### src/rtl/tl45_register_read.sv
`default_nettype none
// ============================================================================
// Module   : tl45_register_read
// Purpose  : Register-read / operand-forward stage. Owns the 16x32 register file,
//            forwards from ALU/MEM/WB, inserts a bubble on load-use hazards.
// Revision : 1.0 - initial release
// ============================================================================
module tl45_register_read #(
    parameter logic [4:0] OP_LOAD  = 5'h14,
    parameter int         NUM_REGS = 16
) (
    input  logic        i_clk,
    input  logic        i_reset,
    input  logic        i_pipe_stall,
    output logic        o_pipe_stall,
    input  logic        i_pipe_flush,
    output logic        o_pipe_flush,
    input  logic [4:0]  i_opcode,
    input  logic [3:0]  i_dr,
    input  logic [3:0]  i_sr1,
    input  logic [3:0]  i_sr2,
    input  logic [3:0]  i_jmp_cond,
    input  logic        i_imm_valid,
    input  logic [31:0] i_imm,
    input  logic [31:0] i_pc,
    input  logic [3:0]  i_fwd_alu_reg,
    input  logic [31:0] i_fwd_alu_val,
    input  logic [3:0]  i_fwd_mem_reg,
    input  logic [31:0] i_fwd_mem_val,
    input  logic [3:0]  i_wb_reg,
    input  logic [31:0] i_wb_val,
    output logic [4:0]  o_opcode,
    output logic [3:0]  o_dr,
    output logic [3:0]  o_jmp_cond,
    output logic [31:0] o_sr1_val,
    output logic [31:0] o_sr2_val,
    output logic [31:0] o_target_offset,
    output logic [31:0] o_pc
);

    logic [31:0] r_regs [NUM_REGS];

    logic [4:0]  r_opcode;
    logic [3:0]  r_dr;
    logic [3:0]  r_jmp_cond;
    logic [31:0] r_sr1_val;
    logic [31:0] r_sr2_val;
    logic [31:0] r_target_offset;
    logic [31:0] r_pc;

    logic [31:0] w_sr1_sel;
    logic [31:0] w_sr2_sel;
    logic [31:0] w_sr2_operand;
    logic        w_load_use;

    // Youngest producer wins; WB is a write-through so same-cycle reads see it.
    function automatic logic [31:0] f_select(
        input logic [3:0]  src,
        input logic [3:0]  alu_reg,
        input logic [31:0] alu_val,
        input logic [3:0]  mem_reg,
        input logic [31:0] mem_val,
        input logic [3:0]  wb_reg,
        input logic [31:0] wb_val,
        input logic [31:0] rf_val
    );
        logic [31:0] v;
        if (src == 4'd0)                             v = 32'd0;
        else if (alu_reg != 4'd0 && alu_reg == src)  v = alu_val;
        else if (mem_reg != 4'd0 && mem_reg == src)  v = mem_val;
        else if (wb_reg != 4'd0 && wb_reg == src)    v = wb_val;
        else                                         v = rf_val;
        return v;
    endfunction

    always_comb begin
        w_sr1_sel = f_select(i_sr1, i_fwd_alu_reg, i_fwd_alu_val, i_fwd_mem_reg,
                             i_fwd_mem_val, i_wb_reg, i_wb_val, r_regs[i_sr1]);
        w_sr2_sel = f_select(i_sr2, i_fwd_alu_reg, i_fwd_alu_val, i_fwd_mem_reg,
                             i_fwd_mem_val, i_wb_reg, i_wb_val, r_regs[i_sr2]);
        w_sr2_operand = i_imm_valid ? i_imm : w_sr2_sel;
    end

    // A load's result is only available from MEM, so its consumer waits one cycle.
    always_comb begin
        w_load_use = (i_opcode != 5'd0) && (r_opcode == OP_LOAD) && (r_dr != 4'd0) &&
                     ((r_dr == i_sr1) || (!i_imm_valid && (r_dr == i_sr2)));
    end

    assign o_pipe_stall = i_pipe_stall | w_load_use;
    assign o_pipe_flush = i_pipe_flush;

    always_ff @(posedge i_clk) begin
        if (i_reset) begin
            for (int k = 0; k < NUM_REGS; k++) begin
                r_regs[k] <= 32'd0;
            end
        end else if (i_wb_reg != 4'd0) begin
            r_regs[i_wb_reg] <= i_wb_val;
        end
    end

    always_ff @(posedge i_clk) begin
        if (i_reset || i_pipe_flush || (!i_pipe_stall && w_load_use)) begin
            r_opcode        <= 5'd0;
            r_dr            <= 4'd0;
            r_jmp_cond      <= 4'd0;
            r_sr1_val       <= 32'd0;
            r_sr2_val       <= 32'd0;
            r_target_offset <= 32'd0;
            r_pc            <= 32'd0;
        end else if (!i_pipe_stall) begin
            r_opcode        <= i_opcode;
            r_dr            <= i_dr;
            r_jmp_cond      <= i_jmp_cond;
            r_sr1_val       <= w_sr1_sel;
            r_sr2_val       <= w_sr2_operand;
            r_target_offset <= i_imm;
            r_pc            <= i_pc;
        end
    end

    assign o_opcode        = r_opcode;
    assign o_dr            = r_dr;
    assign o_jmp_cond      = r_jmp_cond;
    assign o_sr1_val       = r_sr1_val;
    assign o_sr2_val       = r_sr2_val;
    assign o_target_offset = r_target_offset;
    assign o_pc            = r_pc;

endmodule
`default_nettype wire

### config.mk
export PLATFORM = sky130hd
export DESIGN_NAME = tl45_register_read
export DESIGN_NICKNAME = d
export VERILOG_FILES = /design/src/rtl/tl45_register_read.sv
export SDC_FILE = /design/constraint.sdc
export NUM_CORES = 1
export LEC_CHECK = 0
export BUFFER_PORTS_ARGS = -buffer_cell sky130_fd_sc_hd__buf_2
export CAP_MARGIN = 20
export CORE_ASPECT_RATIO = 0.6
export CORE_MARGIN = 5
export CORE_UTILIZATION = 29
export CTS_CLUSTER_DIAMETER = 30
export DETAILED_ROUTE_END_ITERATION = 16
export PLACE_DENSITY_LB_ADDON = 0.05
export SYNTH_ARGS = -nofsm -noshare
export SYNTH_HDL_FRONTEND = slang
export SYNTH_SLANG_ARGS = --single-unit
### constraint.sdc
create_clock -name i_clk -period 3.65 [get_ports i_clk]
set_clock_uncertainty 0.05 [all_clocks]
set_input_delay 0.365 -clock i_clk [delete_from_list [all_inputs] [get_ports i_clk]]
set_output_delay 0.365 -clock i_clk [all_outputs]
set_load 0.03 [all_outputs]
==> After elaboration in Yosys (flattened, before gate mapping) <==
Memory sizes are Yosys's and may differ from the RTL's.
Cells that the tools add are included.
{ "classes": {"bitwise_logic": 1, "n_eq_ne": 9, "n_mux": 17, "n_reduce_logical": 24} }
{ "op_table": {"columns": ["op", "count"], "rows": [
  ["$mux 32", 10],
  ["$eq 4x4->1", 8],
  ["$reduce_or 32->1", 1],
  ["$reduce_bool 4->1", 4],
  ["$logic_and 1x1->1", 11],
  ["$logic_not 4->1", 2],
  ["$mux 1", 6],
  ["$eq 5x5->1 const B", 1],
  ["$reduce_bool 5->1", 1],
  ["$mux 4", 1],
  ["$logic_or 1x1->1", 3],
  ["$logic_not 1->1", 2],
  ["$or 1x1->1", 1]
]} }
{ "totals": {"ramBits": 512, "register_bits": 141, "memories": 1, "word_cells": 59} }
{ "mem_list": {"columns": ["memory", "depth", "word_bits", "rd", "rd_ports_with_merged_regs", "write_ports", "line", "text"], "rows": [
  ["r_regs", 16, 32, 2, 0, 16, "41", "logic [31:0] r_regs [NUM_REGS];"]
]} }

==> Longest topological paths before layout <==
{ "logic_depth": {"depth_word": 7, "ltp_mapped": 10} }

==> Worst setup path after synthesis <==
OpenSTA, ideal clock, no wires.
{ "synth_path": {"path_kind": "input to register", "start": "in i_wb_reg[2]", "end": "mem r_regs[7][0] (enable)", "n_path_buf": 1, "required_ns": 3.134, "slack_ns": -0.002, "setup_time_ns": 0.466, "cell_stages": 3, "arrival_time_ns": 3.137, "path_cell_list": "clkbuf_1 nand3_1 o21ai_0"} }
{ "synth_lines": {"columns": ["item", "line", "text"], "rows": [
  ["from (decl)", "30", "input logic [3:0] i_wb_reg,"],
  ["to (decl)", "41", null]
]} }

==> Final worst setup path <==
{ "layout_path": {"start": "in i_sr1[1]", "end": "reg r_sr1_val[5], in the netlist o_sr1_val[5]"} }
{ "layout_via": {"elab_chain_len": 6, "word_cells_on_any_way": 17, "cone_classes": "eq/ne (4); mux (4); reduce/logical (8); memory (1)"} }
{ "layout_rtl": {"columns": ["item", "line", "text"], "rows": [
  ["from (decl)", "20", "input logic [3:0] i_sr1,"],
  ["parallel branches: the longest is 6 deep, another holds $mem_v2 16x32", null, null],
  ["to (signal assigned)", "116", "r_sr1_val <= w_sr1_sel;"],
  ["to (decl)", "46", "logic [31:0] r_sr1_val;"]
]} }
Parallel ways; which one is timed is not known.
A chain may end at the register's enable or synchronous reset.

==> summary.md <==
| Metric | Value |
|---|---|
| Ys flop type | edfxtp_1 |
| Worst Hold Class | in -> reg |
| Hold Fails Final Rpt | 0 |
| H-tree depth | 4 |
| Die X | 456.7 µm |
| Area of the die | 0.1270 mm² |
| First-pass GRT wire length | 224600 µm |
| P&R area growth vs syn | 32.57% |
| Setup Crit Path Kind | in -> reg |
| Total number of placement rows | 98 |
| Min Clock Period, post-route | 3.057 ns |
| Starting Density | 0.2917 |
| Synth top area share | 0.4427 |
| # fillers | 11284 |
| EDFF count, synth | 512 |
| Core outline area | 0.1191 mm² |
| PortBufs | 340 |
| Setup Slack @ Placement | 0.4574 ns |
| Max cap viols | 0 |
| DRT antenna net count | 0 |
| Async SR Flop Fraction | 0 |
| Reg clk slew, reported paths | 0.05 ns |
| Hold EP | o_sr1_val[16] |
| Met1 Use GR | 0.3705 |
| Met2 usage | 0.3604 |
| Register-to-register setup slack | 0.72 ns |
| WHS Path Cells | 3 |
| Post-Syn Area | 0.03473 mm² |
| Yosys Warn Count | 0 |
| Crit start category | input pin |
| Slew Viols, Final | 0 |
| Worst-path cell chain | clkbuf_8, buf_12, xnor2_1, nand2_1, a2111oi_4, buf_4, nand3b_1, a22oi_1, o31ai_2, dlygate4sd3_1 |
| TritonCTS buffer count | 150 |
| Final period utilization | 0.8375 |
| RePlAce Congestion | 0.8421 |
| Crit Path Max Fanout | 41 |
| Layout cells sized above 1 | 0.3094 |
| I/O pin total | 341 |
| CTS Sinks | 653 |
| CTS root buf | clkbuf_16 |
| GR Layer Usage met3 | 0.05131 |
| DR vias | 27163 |
| Post-CTS sizing | 0 |
| Hold_sp | i_fwd_alu_val[16] |
| Post-Syn Area per Cell | 12.82 µm² |
| Worst path max stage delay | 0.61 ns |
| Worst setup margin | 0.5931 ns |
| Data required, critical path | 4.23 ns |
| Largest net degree at the start of global routing | 131 |
| Initial antenna violation count | 20 |
| Reg-to-reg critical path startpoint | o_dr[1] |
| Register area share after synthesis | 0.5240 |
| Final core occ | 0.3867 |
| Worst skew pair latency | 0.75 ns |
| Leading area contributor after synthesis | edfxtp_1 |
| WL final | 161300 µm |
| Postcts setup bufs | 0 |
| Post-synth cell types | 49 |
| Gr usage total | 0.2481 |
| Reg2Reg Depth | 8 |
| DPL Wire Length | 107100 µm |
| CTS tree | built |
| Max-slew headroom | 0.3115 |
| Setup TNS | 0 ns |
| Drt initial violations | 3207 |
| Busiest layer in global routing | met1 |
| Worst-path cell with the longest stage delay | buf_4 |
| Worst Tran Pin Value | 1.030 ns |
| Clock buffer depth | 3 |
| RR Endpoint | o_sr1_val[15] |
| Peak Freq | 327.1 MHz |
| DR vias/cell | 5.440 |
| Drc violations | 0 |
| DIE HEIGHT | 278.0 µm |
| Vias in the first global route | 27558 |
| Synth Instances | 2708 |
| Most frequent cells in the layout | 512 x edfxtp_1, 480 x and2_1, 333 x buf_2 |
| Synth Register Bits | 653 |
| Grt ovf | 0 |
| Router iterations before antenna repair | 6 |
| Mean routed wirelength per cell | 32.31 µm |
| Static Leak | 17.84 nW |
| Maximum VDD drop | 0.0004792 V |
| Power Dens Cells | 565.4 mW/mm² |
| Nets | 3459 |
| Synth top area cells | edfxtp_1 44%, mux4_2 15%, and2_1 8.7% |
| Most common cell after layout, fill and taps aside | edfxtp_1 |
| Final setup violation count | 0 |
| RSZ-0062 raised after global routing | false |
| Outcome | completed |
| CP Capture Type | flip-flop |
| Data arrival time of the worst path | 3.64 ns |
## where the power goes
group	internal, W	switching, W
logic	0.00125	0.00195
clock network	0.00950	0.00458
registers	0.00849	0.000259
total	0.0192	0.00679
## routing by layer
metal  share of wire  up-vias
li1                -    11402
met1            0.47    14151
met2            0.42     1357
met3           0.077      251
met4           0.026        2
met5        0.000062        -
## registers in the layout, indices dropped and copies added, names as in the netlist
register / cells
o_opcode: 5
o_sr1_val: 32
r_regs: 512
o_sr2_val: 32
o_dr: 4
o_pc: 32
o_jmp_cond: 4
o_target_offset: 32
## critical path: cells and delay by family
kind	cells	cell delay, ns
AOI/OAI and AO/OA	3	0.79
xor gates and xnor gates	1	0.13
buffers and inverters	4	1.90
and+or+nand+nor	2	0.32
## per-stage QoR
step	hold WS (ns)	total power, W	std cells	cell area (µm²)
after floorplan	0.4589	0.01048	2739	34840
after global placement	0.3951	0.01187	4557	39210
after detailed placement	0.4091	0.01190	4558	39240
after CTS	0.001106	0.02621	4987	46020
after global routing	0.04262	0.02680	4989	46030
final	0.06024	0.02603	4993	46040
## how the worst max path moves through the flow
stage	from	end	slack, ns	cells after the start
finish	i_sr1[1]	o_sr1_val[5]	0.59	10
global route	i_sr1[0]	o_sr1_val[17]	0.55	9
CTS	o_dr[3]	o_sr1_val[15]	0.74	7
detailed placement	i_sr1[1]	o_sr1_val[5]	0.46	9
global placement	i_sr1[1]	o_sr1_val[5]	0.47	9
floorplan	i_wb_reg[2]	r_regs[5][0]	0.001	3
## cells by family after synthesis
group	after synthesis	share of synthesized area
buf+inv	312	0.03895
simple gates	845	0.1350
mux	397	0.1951
compound gates	470	0.09923
other cells	1	0.0001080
flops	653	0.5240
xor+xnor	30	0.007566
## synthesized netlist by cell type (5+ instances only)
library cell  count
edfxtp_1        512
and2_1          482
mux4_2          224
mux2i_1         173
clkbuf_1        172
dfxtp_1         141
nor2_1          130
a21oi_1         128
nand2_1         105
buf_2            79
a211oi_1         64
a22oi_1          64
nand3_1          38
inv_1            35
nor2b_1          34
a21o_1           33
a2bb2oi_1        32
a31oi_1          32
nand3b_1         32
o221ai_1         32
o32ai_1          32
o31ai_2          31
xnor2_1          18
o21ai_0          12
xor2_1           12
buf_4            11
buf_1             9
nor3_1            7
buf_6             5
## area by class of cell
cell class              instances  area (µm²)  share of cell area
diodes                          6       15.01           0.0003261
clock inverters                96        1150             0.02498
multi-input cells            1774       15620              0.3393
inverters                      35       131.4            0.002854
well taps                    1600        2002             0.04348
flip-flops and latches        653       18200              0.3953
clock buffers                 182        4121             0.08952
repair buffers                647        4800              0.1043
## timing repair
action                                  4_1_cts  5_1_grt
endpoints found under the setup margin        0        0
hold buffers                                151        0
hold endpoints to repair                    135        0
Note: power is estimated with default switching activity, not from simulation.
